## config.mk

```make
export PLATFORM = sky130hd
export DESIGN_NAME = regfile_bank
export DESIGN_NICKNAME = d
export VERILOG_FILES = /design/src/rtl/regfile_bank.sv
export SDC_FILE = /design/constraint.sdc
export NUM_CORES = 1
export LEC_CHECK = 0
export CAP_MARGIN = 20
export CORE_ASPECT_RATIO = 0.9
export CORE_MARGIN = 1
export CORE_UTILIZATION = 29
export DETAILED_ROUTE_END_ITERATION = 16
export PLACE_DENSITY = 0.49
export SLEW_MARGIN = 15
export SYNTH_ARGS = -nofsm -noshare
export SYNTH_HDL_FRONTEND = slang
export SYNTH_SLANG_ARGS = --single-unit
```

## constraint.sdc

```tcl
create_clock -name clock -period 5.22 [get_ports clock]
set_clock_uncertainty 0.05 [all_clocks]
set_input_delay 1.044 -clock clock [delete_from_list [all_inputs] [get_ports clock]]
set_output_delay 1.044 -clock clock [all_outputs]
set_load 0.005 [all_outputs]
```

## src/rtl/regfile_bank.sv

```systemverilog
`timescale 1ns/1ps
// regfile_bank: REG_COUNT x DATA_BUS_WIDTH register bank with two combinational
//   read ports, one synchronous WRITE/INC/DEC port with zero/carry flags, and a
//   one-register-per-cycle clear sweep that drops ops and clear requests while busy.
// Ports: clock/reset (async active-low); op, reg_in_sel, reg_data_in (update port);
//   reg_1_out_sel/reg_1_out, reg_2_out_sel/reg_2_out (read ports); clear_start, busy;
//   zero_flag, carry_flag (result of last INC/DEC).
// Macro REGFILE_BYPASS_EN: when defined, a pending WRITE is forwarded to a read port
//   that selects its target in the same cycle (INC/DEC are never forwarded).
module regfile_bank #(
  parameter int DATA_BUS_WIDTH = 8,
  parameter int REG_COUNT      = 8,
  localparam int SEL_WIDTH     = $clog2(REG_COUNT)
) (
  input  logic                      clock,
  input  logic                      reset,
  input  logic [1:0]                op,
  input  logic [SEL_WIDTH-1:0]      reg_in_sel,
  input  logic [DATA_BUS_WIDTH-1:0] reg_data_in,
  input  logic [SEL_WIDTH-1:0]      reg_1_out_sel,
  input  logic [SEL_WIDTH-1:0]      reg_2_out_sel,
  input  logic                      clear_start,
  output logic [DATA_BUS_WIDTH-1:0] reg_1_out,
  output logic [DATA_BUS_WIDTH-1:0] reg_2_out,
  output logic                      busy,
  output logic                      zero_flag,
  output logic                      carry_flag
);

  typedef enum logic {
    IDLE  = 1'b0,
    CLEAR = 1'b1
  } state_e;

  localparam logic [1:0] OP_WRITE = 2'b01;
  localparam logic [1:0] OP_INC   = 2'b10;
  localparam logic [1:0] OP_DEC   = 2'b11;

  localparam logic [SEL_WIDTH-1:0]    LAST_IDX = SEL_WIDTH'(REG_COUNT - 1);
  localparam logic [DATA_BUS_WIDTH:0] ONE_EXT  = (DATA_BUS_WIDTH + 1)'(1);

  state_e                    state_q, state_d;
  logic [SEL_WIDTH-1:0]      cnt_q, cnt_d;
  logic [DATA_BUS_WIDTH-1:0] regs_q [REG_COUNT];
  logic [DATA_BUS_WIDTH-1:0] regs_d [REG_COUNT];
  logic                      zero_q, zero_d;
  logic                      carry_q, carry_d;

  logic [DATA_BUS_WIDTH-1:0] tgt_val;
  logic [DATA_BUS_WIDTH-1:0] tgt_res;
  logic                      tgt_carry;

  assign tgt_val = regs_q[reg_in_sel];

  // Next-state: ops only act in IDLE; an op and clear_start in the same cycle both
  // take effect, so the sweep that follows wipes the op's result.
  always_comb begin
    regs_d    = regs_q;
    state_d   = state_q;
    cnt_d     = cnt_q;
    zero_d    = zero_q;
    carry_d   = carry_q;
    tgt_res   = '0;
    tgt_carry = 1'b0;
    case (state_q)
      IDLE: begin
        case (op)
          OP_WRITE: regs_d[reg_in_sel] = reg_data_in;
          OP_INC: begin
            // The extra top bit is the carry out of all-ones.
            {tgt_carry, tgt_res} = {1'b0, tgt_val} + ONE_EXT;
            regs_d[reg_in_sel]   = tgt_res;
            zero_d               = (tgt_res == '0);
            carry_d              = tgt_carry;
          end
          OP_DEC: begin
            // The extra top bit becomes the borrow out of zero.
            {tgt_carry, tgt_res} = {1'b0, tgt_val} - ONE_EXT;
            regs_d[reg_in_sel]   = tgt_res;
            zero_d               = (tgt_res == '0);
            carry_d              = tgt_carry;
          end
          default: ;
        endcase
        if (clear_start) begin
          state_d = CLEAR;
          cnt_d   = '0;
        end
      end
      CLEAR: begin
        regs_d[cnt_q] = '0;
        if (cnt_q == LAST_IDX) begin
          state_d = IDLE;
          cnt_d   = '0;
        end else begin
          cnt_d = cnt_q + 1'b1;
        end
      end
      default: state_d = IDLE;
    endcase
  end

  always_ff @(posedge clock or negedge reset) begin
    if (!reset) begin
      for (int i = 0; i < REG_COUNT; i++) begin
        regs_q[i] <= '0;
      end
      state_q <= IDLE;
      cnt_q   <= '0;
      zero_q  <= 1'b0;
      carry_q <= 1'b0;
    end else begin
      regs_q  <= regs_d;
      state_q <= state_d;
      cnt_q   <= cnt_d;
      zero_q  <= zero_d;
      carry_q <= carry_d;
    end
  end

  assign busy       = (state_q == CLEAR);
  assign zero_flag  = zero_q;
  assign carry_flag = carry_q;

`ifdef REGFILE_BYPASS_EN
  logic wr_fwd;
  // Reset gates the forward path so the read ports show zero while reset is held.
  assign wr_fwd = reset && (op == OP_WRITE) && (state_q == IDLE);

  always_comb begin
    reg_1_out = regs_q[reg_1_out_sel];
    reg_2_out = regs_q[reg_2_out_sel];
    if (wr_fwd && (reg_1_out_sel == reg_in_sel)) begin
      reg_1_out = reg_data_in;
    end
    if (wr_fwd && (reg_2_out_sel == reg_in_sel)) begin
      reg_2_out = reg_data_in;
    end
  end
`else
  assign reg_1_out = regs_q[reg_1_out_sel];
  assign reg_2_out = regs_q[reg_2_out_sel];
`endif

endmodule

```

# After elaboration in Yosys (flattened, before gate mapping)
# Cells that the tools add are included.
[classes] n_mux=26 n_reduce_logical=6 bitwise=7 n_lt_le_gt_ge=6 n_eq_ne=6 add_sub_neg=3
[op_table] operator="$bwmux W64" n=3
[op_table] operator="$pmux W64 S3" n=1
[op_table] operator="$pmux W64 S2" n=1
[op_table] operator="$bmux W8 S3" n=3
[op_table] operator="$and A64 B64 Y64" n=1
[op_table] operator="$mux W8" n=8
[op_table] operator="$not A64 Y64" n=1
[op_table] operator="$demux W8 S3" n=2
[op_table] operator="$ge A4 B4 Y1 const B" n=4
[op_table] operator="$logic_not A8 Y1" n=2
[op_table] operator="$not A3 Y4" n=4
[op_table] operator="$add A8 B1 Y9 const B" n=1
[op_table] operator="$sub A8 B1 Y9 const B" n=1
[op_table] operator="$lt A4 B1 Y1 const B" n=2
[op_table] operator="$mux W3" n=2
[op_table] operator="$pmux W1 S2" n=3
[op_table] operator="$pmux W3 S2" n=1
[op_table] operator="$eq A2 B2 Y1 const B" n=2
[op_table] operator="$ne A4 B1 Y1 const B" n=1
[op_table] operator="$add A3 B1 Y3 const B" n=1
[op_table] operator="$eq A3 B3 Y1 const B" n=1
[op_table] operator="$eq A2 B1 Y1 const B" n=1
[op_table] operator="$logic_and A1 B1 Y1" n=2
[op_table] operator="$mux W1" n=2
[op_table] operator="4 further kinds" n=4
[word_totals] input_bits=22 word_cells=66 out_inout_bits=19 regBits=70

# Logic depth before layout (Yosys ltp)
# Gate-level depths: netlist of the first run.
[logic_depth] ltp_word=8 mapped_depth=15 depth_no_buf=12

# Worst setup path before layout of the first run
# OpenSTA, ideal clock, no wires.
[synth_path] path_type="input-to-reg" start="input port reg_in_sel[0]" end="register regs_q[60] (netlist bit)" required_ps=5105 n_path_buf=1 path_slack_ps=1286 arrival_time_ps=3819 stages=13 setup_ps=65 cell_sequence="buf_6 -> mux2_2 -> mux4_2 -> a21o_1 -> inv_1 -> ha_1 -> nand2_1 -> a21oi_1 -> mux2i_1 -> xnor2_1 -> mux2_2 -> nor2b_1 -> o22a_1"
[synth_between] elab_chain_cells=8 elab_cells_between_ends=16 classes_between="add/sub: 2; order compare: 2; mux: 10; bitwise: 1; reduce/logical: 1"
[synth_rtl] item="start: declaration" line_no="18" text="input logic [SEL_WIDTH-1:0] reg_in_sel,"
[synth_rtl] item="$not A3 Y4 (not written as such) (*)"
[synth_rtl] item="$bmux W8 S3 (tied with other cells)" line_no="53" text="assign tgt_val = regs_q[reg_in_sel];"
[synth_rtl] item="$mux W8 (not written as such) / $logic_and A1 B1 Y1 (equally long branches)"
[synth_rtl] item="$mux W8, on equally long branches"
[synth_rtl] item="$sub A8 B1 Y9 (tied with other cells)" line_no="78" text="{tgt_carry, tgt_res} = {1'b0, tgt_val} - ONE_EXT;"
[synth_rtl] item="$bwmux W64, on equally long branches" line_no="79, 68, 72"
[synth_rtl] item="$pmux W64 S3 (*)" line_no="67" text="case (op)"
[synth_rtl] item="$pmux W64 S2 (*)" line_no="65" text="case (state_q)"
[synth_rtl] item="end signal: assignment" line_no="113" text="regs_q <= regs_d;"
[synth_rtl] item="end: declaration" line_no="44" text="logic [DATA_BUS_WIDTH-1:0] regs_q [REG_COUNT];"
# Every way passes the cells marked *; elsewhere a longest branch is shown, timed or not. The select of a mux whose other input is x is not followed.
# A chain may end at the register's enable or synchronous reset.

# Final worst setup path of the first run
[layout_path] start="input port reg_2_out_sel[1]" end="output port reg_2_out[5]"
[layout_between] elab_chain_cells=4
[layout_rtl] item="start: declaration" line_no="21" text="input logic [SEL_WIDTH-1:0] reg_2_out_sel,"
[layout_rtl] item="$not A3 Y4 (not written as such)" line_no="142" text="assign reg_2_out = regs_q[reg_2_out_sel];"
[layout_rtl] item="$bmux W8 S3" line_no="142"
[layout_rtl] item="$mux W8 (not written as such) (2 in a row)" line_no="142"
[layout_rtl] item="end: declaration" line_no="24" text="output logic [DATA_BUS_WIDTH-1:0] reg_2_out,"
# No other way between the ends. The select of a mux whose other input is x is not followed.

==> impl_metrics.csv, run 1 <==
group,metric,value,unit
floorplan,core_area,20800,um^2
floorplan,design.die.area,21900,um^2
cts,holdBufCountCts,0,
logic_synthesis,syn-instance-count,702,
detailed_routing,dr_pass1_iterations,5,
logic_synthesis,synth.largest_area_cell,"sky130_fd_sc_hd__dfrtp_1",
cts,cts_num_sinks,70,
placement,place_worst_setup_slack,730,ps
timing,fmaxAchievable,0.228,GHz
global_routing,antenna_found_initial,0,
logic_synthesis,ys_seq_area_frac,0.283,
floorplan,die_wd,156,um
logic_synthesis,mappedNetlistArea,6180,um^2
timing,fin_crit_sh,0.839,
detailed_routing,antenna_violating_nets_post_route,0,
floorplan,ioPinCount,41,
timing,worst_pin_slew,1070,ps
run,max_cap_viol_count,0,
timing,grt_setup_unrepaired,"no",
cells_and_area,antenna_cells_inserted,0,
cts,cts_root_buf,"sky130_fd_sc_hd__clkbuf_16",
timing,slew_violations,0,
run_status,status,"finished, final reports clean",
timing,setup_ws,842,ps
floorplan,die_y,140,um
logic_synthesis,synthesized_flop_and_latch_total,70,
worst_setup_path,worst_path_most_repeated_cell,"sky130_fd_sc_hd__clkdlybuf4s50_1",
detailed_routing,wire_per_inst,25.9,um
worst_setup_path,timing.critical_path.required,4130,ps
detailed_routing,drtIter0Drc,815,
detailed_routing,routed_via_count,6304,
logic_synthesis,post_synth_num_cell_types,72,
placement,placement.io_buffers,40,
worst_setup_path,timing.critical_path.to_type,"output port",
worst_setup_path,cp_top_family,"buffers and inverters",
global_routing,largest_net_degree_at_the_start_of_global_routing,71,
pwr,power,2.98,mW
logic_synthesis,synth-warning-count,0,
pwr,vdd_drop_max,188,uV
timing,setup-violations-final,0,
cts,htree_levels,3,
global_routing,first_global_vias,5843,
floorplan,start_util,0.297,
cells_and_area,fill_cells,2156,
timing,headroom_to_the_max_slew_limit,0.284,
cts,clkLatencyLatePin,360,ps
logic_synthesis,synth_async_sr_flop_share,1.00,
logic_synthesis,synth_most_common_cell,"sky130_fd_sc_hd__nand2_1",
timing,finalHoldViolations,0,
pwr,leakagePower,2.78,nW
detailed_routing,drc,0,
detailed_routing,routed_wl,26400,um
worst_setup_path,critPathKind,"input port to output port",
logic_synthesis,post_synth_most_frequent_cells,"sky130_fd_sc_hd__nand2_1, sky130_fd_sc_hd__o21ai_0, sky130_fd_sc_hd__dfrtp_1",
logic_synthesis,postSynthNetCount,730,
cts,cts_tree,"yes",
timing,setup-tns-final,0,ps
pwr,cellPowerDensity,412,nW/um^2
logic_synthesis,post_synth.cell_area_avg,8.80,um^2
worst_setup_path,cp_slowest_cell,"sky130_fd_sc_hd__clkdlybuf4s50_1",
floorplan,fp-row-count,50,
cells_and_area,drive_gt1_frac,0.194,
placement,finalWeightedCongestion,0.936,
cts,clock_tree.buffer_depth,2,
cells_and_area,final_net_count,759,
global_routing,first_pass_grt_wire_length,39300,um
logic_synthesis,synth-edff-count,0,
worst_setup_path,timing.critical_path.arrival,3280,ps
cells_and_area,syn_to_final_growth,17.0,%
logic_synthesis,synth.top_cell.area_share,0.283,
worst_setup_path,cp_num_buf_inv,3,
cts,cts_buffers,9,
cts,clock_pin_slew_on_the_worst_setup_and_hold_paths,70,ps
detailed_routing,route.detailed.vias_per_inst,6.17,
cts,postCtsSetupRepairBufs,0,
timing,finalCriticalPeriod,4380,ps
cts,ctsResizeCount,0,
worst_setup_path,timing.critical_path.from_type,"input port",
worst_setup_path,path_cells,"clkdlybuf4s50_1, buf_4, mux4_2, mux2_2, clkdlybuf4s50_1",
worst_setup_path,crit_path_max_incr_delay,870,ps
logic_synthesis,synth-main-ff-cell,"sky130_fd_sc_hd__dfrtp_1",
min_path,tightest_hold_check_type,"register to register",
global_routing,grt_use_total,0.247,
logic_synthesis,synth.area.top_cells,"sky130_fd_sc_hd__dfrtp_1, sky130_fd_sc_hd__mux4_2, sky130_fd_sc_hd__o21ai_0, sky130_fd_sc_hd__a21oi_1, sky130_fd_sc_hd__nand2_1",
global_routing,grt_remaining_overflow,0,
worst_setup_path,path_max_fanout,8,
placement,dp_hpwl,19800,um
## layout make-up
cell class	instances	area, um^2	share of cell area
Clock buffer	9	225	0.0311
Clock inverter	7	82.6	0.0114
Inverter	7	26.3	0.00363
Multi-Input combinational cell	572	4170	0.576
Sequential cell	70	1750	0.242
Tap cell	286	358	0.0495
Timing Repair Buffer	71	621	0.0858
## logic make-up after synthesis
logic type      share of synthesized area
compound gates                      0.261
simple gates                        0.171
mux                                 0.213
flops                               0.283
buf+inv                            0.0419
xor+xnor                           0.0168
fa+ha+maj                          0.0121
## metal layers
| layer | vias to the layer above | GRT usage | routed length [um] |
|---|---|---|---|
| met1 | 3128 | 0.351 | 11400 |
| met3 | 54 | 0.0529 | 2560 |
| met5 | - | 0 | 0 |
| met2 | 404 | 0.370 | 11700 |
| met4 | 0 | 0.0789 | 803 |
| li1 | 2718 | - | - |
## cell usage in the layout (no fill, tap or decap), types with 4 or more instances in the layout
| cell type | Yosys | routed |
|---|---|---|
| sky130_fd_sc_hd__nor3b_1 | 4 | 4 |
| sky130_fd_sc_hd__nand2_1 | 79 | 79 |
| sky130_fd_sc_hd__o31ai_1 | 7 | 7 |
| sky130_fd_sc_hd__a221o_1 | 6 | 6 |
| sky130_fd_sc_hd__o221ai_1 | 4 | 4 |
| sky130_fd_sc_hd__inv_1 | 6 | 6 |
| sky130_fd_sc_hd__o211ai_1 | 4 | 4 |
| sky130_fd_sc_hd__o22ai_1 | 10 | 10 |
| sky130_fd_sc_hd__dfrtp_1 | 70 | 70 |
| sky130_fd_sc_hd__a21o_1 | 8 | 8 |
| sky130_fd_sc_hd__clkbuf_16 | 0 | 9 |
| sky130_fd_sc_hd__mux2_2 | 24 | 24 |
| sky130_fd_sc_hd__a21bo_2 | 5 | 5 |
| sky130_fd_sc_hd__o21ai_0 | 73 | 73 |
| sky130_fd_sc_hd__nand3_1 | 12 | 12 |
| sky130_fd_sc_hd__a311oi_1 | 6 | 6 |
| sky130_fd_sc_hd__a31oi_1 | 19 | 19 |
| sky130_fd_sc_hd__a21oi_1 | 65 | 65 |
| sky130_fd_sc_hd__buf_4 | 1 | 32 |
| sky130_fd_sc_hd__nor2b_1 | 13 | 13 |
| sky130_fd_sc_hd__mux2i_1 | 14 | 14 |
| sky130_fd_sc_hd__a22oi_1 | 10 | 10 |
| sky130_fd_sc_hd__and2_1 | 5 | 5 |
| sky130_fd_sc_hd__nand2b_1 | 7 | 7 |
| sky130_fd_sc_hd__mux4_2 | 39 | 39 |
| sky130_fd_sc_hd__nor3_1 | 18 | 18 |
| sky130_fd_sc_hd__nor2_1 | 60 | 60 |
| sky130_fd_sc_hd__or2_2 | 9 | 9 |
| sky130_fd_sc_hd__xnor2_1 | 7 | 7 |
| sky130_fd_sc_hd__clkdlybuf4s50_1 | 0 | 37 |
| sky130_fd_sc_hd__ha_1 | 6 | 6 |
## sequential cells by signal, summed over array words and instances (netlist names)
name        cells
busy            1
carry_flag      1
cnt_q           3
regs_q         64
zero_flag       1
## worst min-delay path, stage by stage (launching register included)
cell                      delay (ps)
sky130_fd_sc_hd__dfrtp_1         350
sky130_fd_sc_hd__nand2_1          50
sky130_fd_sc_hd__o21ai_0          60
## final timing paths
kind,start,end,slack [ps],depth (start not counted)
min,carry_flag,carry_flag,440,2
min in group asynchronous,reset,busy,800,1
max,reg_2_out_sel[1],reg_2_out[5],840,5
min reg2reg,carry_flag,carry_flag,440,2
max reg2reg,regs_q[16],regs_q[19],1690,8
max in group asynchronous,reset,regs_q[9],3680,1
## per-stage QoR
step                      instance area, um^2  std cells  utilization  hold slack (ps)
after global placement                   6930       1006        0.332              432
after global routing                     7230       1022        0.347              458
final                                    7230       1022        0.347              435
after detailed placement                 6930       1006        0.332              425
after floorplan                          6180        702            -              423
after CTS                                7230       1022        0.347              439
## power by group
group / internal [mW] / total, mW / switching, mW
clock: 0.377 / 0.672 / 0.294
sequential: 0.673 / 0.907 / 0.234
combinational: 0.567 / 1.40 / 0.835
Power figures use the tool's default switching activity.
==> run 2: changes to the inputs <==
PLACE_DENSITY = 0.51   (was 0.49)
clock period = 3.5 ns   (was 5.22 ns; I/O delays follow)
==> run 2 against run 1 <==
Net effect: critical path depth unchanged; global-route usage rose by 2.0 points; first-iteration DRC count up 18%; setup slack worse by 760 ps; sequential cell count is the same; die area did not move; clock-buffer cell count increased by 1; utilization up 3.9 points.
==> impl_metrics.csv, run 2 (synthesis results as in run 1) <==
group,metric,value,unit
global_routing,grt_use_total,0.267,
global_routing,busiest_layer,"met1",
pwr,power.switching_fraction,0.437,
worst_setup_path,path_max_fanout,12,
cts,ctsResizeCount,0,
pwr,p_clk_frac,0.208,
cts,htree_levels,3,
global_routing,largest_net_degree_at_the_start_of_global_routing,71,
worst_setup_path,critPathKind,"input port to output port",
global_routing,first_global_vias,6234,
cts,clock_tree.buffer_depth,2,
cells_and_area,drive_gt1_frac,0.285,
cells_and_area,reg_top3,"regs_q (64), cnt_q (3)",
floorplan,core_area,20800,um^2
cts,holdBufCountCts,0,
timing,slew_violations,0,
detailed_routing,dr_pass1_iterations,5,
floorplan,die_wd,156,um
pwr,power_switching,2.14,mW
pwr,comb_power_share,0.517,
placement,placement.io_buffers,40,
detailed_routing,drc,0,
run,max_cap_viol_count,0,
placement,finalWeightedCongestion,0.924,
timing,headroom_to_the_max_slew_limit,0.338,
worst_setup_path,timing.critical_path.required,2750,ps
cts,postCtsSetupRepairBufs,0,
cts,cts_num_sinks,70,
min_path,tightest_hold_check_type,"register to register",
cells_and_area,mostFrequentLayoutCells,"sky130_fd_sc_hd__buf_4, sky130_fd_sc_hd__nand2_1, sky130_fd_sc_hd__o21ai_0",
pwr,cell_internal_pwr,2.77,mW
cells_and_area,syn_to_final_growth,30.2,%
timing,setup-violations-final,0,
detailed_routing,drtIter0Drc,961,
timing,grt_setup_unrepaired,"no",
placement,placement.cell_area,7660,um^2
pwr,leakagePower,3.28,nW
floorplan,fp-row-count,50,
cells_and_area,design_area,8050,um^2
floorplan,start_util,0.297,
global_routing,grt_util_met1,0.384,
pwr,vdd_drop_max,279,uV
timing,fmaxAchievable,0.293,GHz
floorplan,ioPinCount,41,
cells_and_area,largest_register_ffs,64,
cts,cts_buffers,9,
global_routing,grt_remaining_overflow,0,
timing,worst_pin_slew,993,ps
cts,cts_root_buf,"sky130_fd_sc_hd__clkbuf_16",
cells_and_area,final_common_cell,"sky130_fd_sc_hd__buf_4",
floorplan,die_y,140,um
worst_setup_path,timing.critical_path.from_type,"input port",
cts,clock_pin_slew_on_the_worst_setup_and_hold_paths,60,ps
timing,hold_ws,427,ps
detailed_routing,wire_per_inst,25.9,um
timing,finalCriticalPeriod,3420,ps
run_status,status,"finished, final reports clean",
detailed_routing,routed_via_count,6663,
detailed_routing,routed_wl,28800,um
pwr,seq_power_share,0.274,
cells_and_area,final_net_count,847,
cells_and_area,antenna_cells_inserted,0,
detailed_routing,antenna_violating_nets_post_route,0,
pwr,cellPowerDensity,610,nW/um^2
worst_setup_path,timing.critical_path.to_type,"output port",
cells_and_area,register_with_the_most_flip_flops,"regs_q",
global_routing,grtUsageMet2,0.375,
detailed_routing,route.detailed.vias_per_inst,6.00,
global_routing,grtUsageMet3,0.0792,
global_routing,first_pass_grt_wire_length,42000,um
global_routing,antenna_found_initial,0,
timing,fin_crit_sh,0.976,
cts,cts_tree,"yes",
cts,clkLatencyLatePin,360,ps
floorplan,design.die.area,21900,um^2
placement,dp_hpwl,21200,um
worst_setup_path,timing.critical_path.arrival,2670,ps
timing,finalHoldViolations,0,
==> run 2: per-stage QoR <==
stage / total power, mW / instances / util / setup slack (ps) / setup TNS [ps]
final: 4.91 / 1110 / 0.386 / 83.0 / 0
after floorplan: 2.52 / 702 / - / 15.4 / 0
after detailed placement: 3.78 / 1092 / 0.368 / -139 / -1930
after global placement: 3.78 / 1092 / 0.368 / -177 / -2200
after global routing: 5.12 / 1110 / 0.386 / 26.6 / 0
after CTS: 4.82 / 1108 / 0.383 / 2.06 / 0
==> run 2: area by class of cell <==
type / count / area (um^2)
multi-input combinational: 572 / 4200
tap: 286 / 358
clock inverter: 6 / 86.3
clock buffer: 10 / 229
fill: 2126 / 12800
inverter: 7 / 26.3
sequential: 70 / 1750
timing repair buffer: 159 / 1400
==> run 2: power groups by stage <==
stage	Sequential, mW	Clock (mW)	Combinational (mW)
finish	1.35	1.02	2.54
global route	1.37	1.07	2.68
CTS	1.33	1.04	2.45
detailed placement	1.34	0	2.44
global placement	1.33	0	2.45
floorplan	1.18	0	1.34
==> run 2: metal layers <==
metal | vias to the layer above | share of wire
li1 | 2905 | -
met1 | 3227 | 0.44
met2 | 459 | 0.41
met3 | 72 | 0.11
met4 | 0 | 0.035
met5 | - | 0
==> run 2: worst max-delay path, cell delays in order <==
cell	delay (ps)
sky130_fd_sc_hd__clkdlybuf4s50_1	510
sky130_fd_sc_hd__buf_12	180
sky130_fd_sc_hd__mux4_2	530
sky130_fd_sc_hd__mux2_2	290
sky130_fd_sc_hd__clkdlybuf4s50_1	440
==> run 2: final timing paths <==
path	start	endpoint	slack [ps]	depth (start not counted)
max	reg_2_out_sel[1]	reg_2_out[7]	80	5
min	carry_flag	carry_flag	430	2
max reg2reg	regs_q[16]	regs_q[60]	410	12
min reg2reg	carry_flag	carry_flag	430	2
max in group asynchronous	reset	regs_q[25]	2300	1
min in group asynchronous	reset	cnt_q[1]	460	1
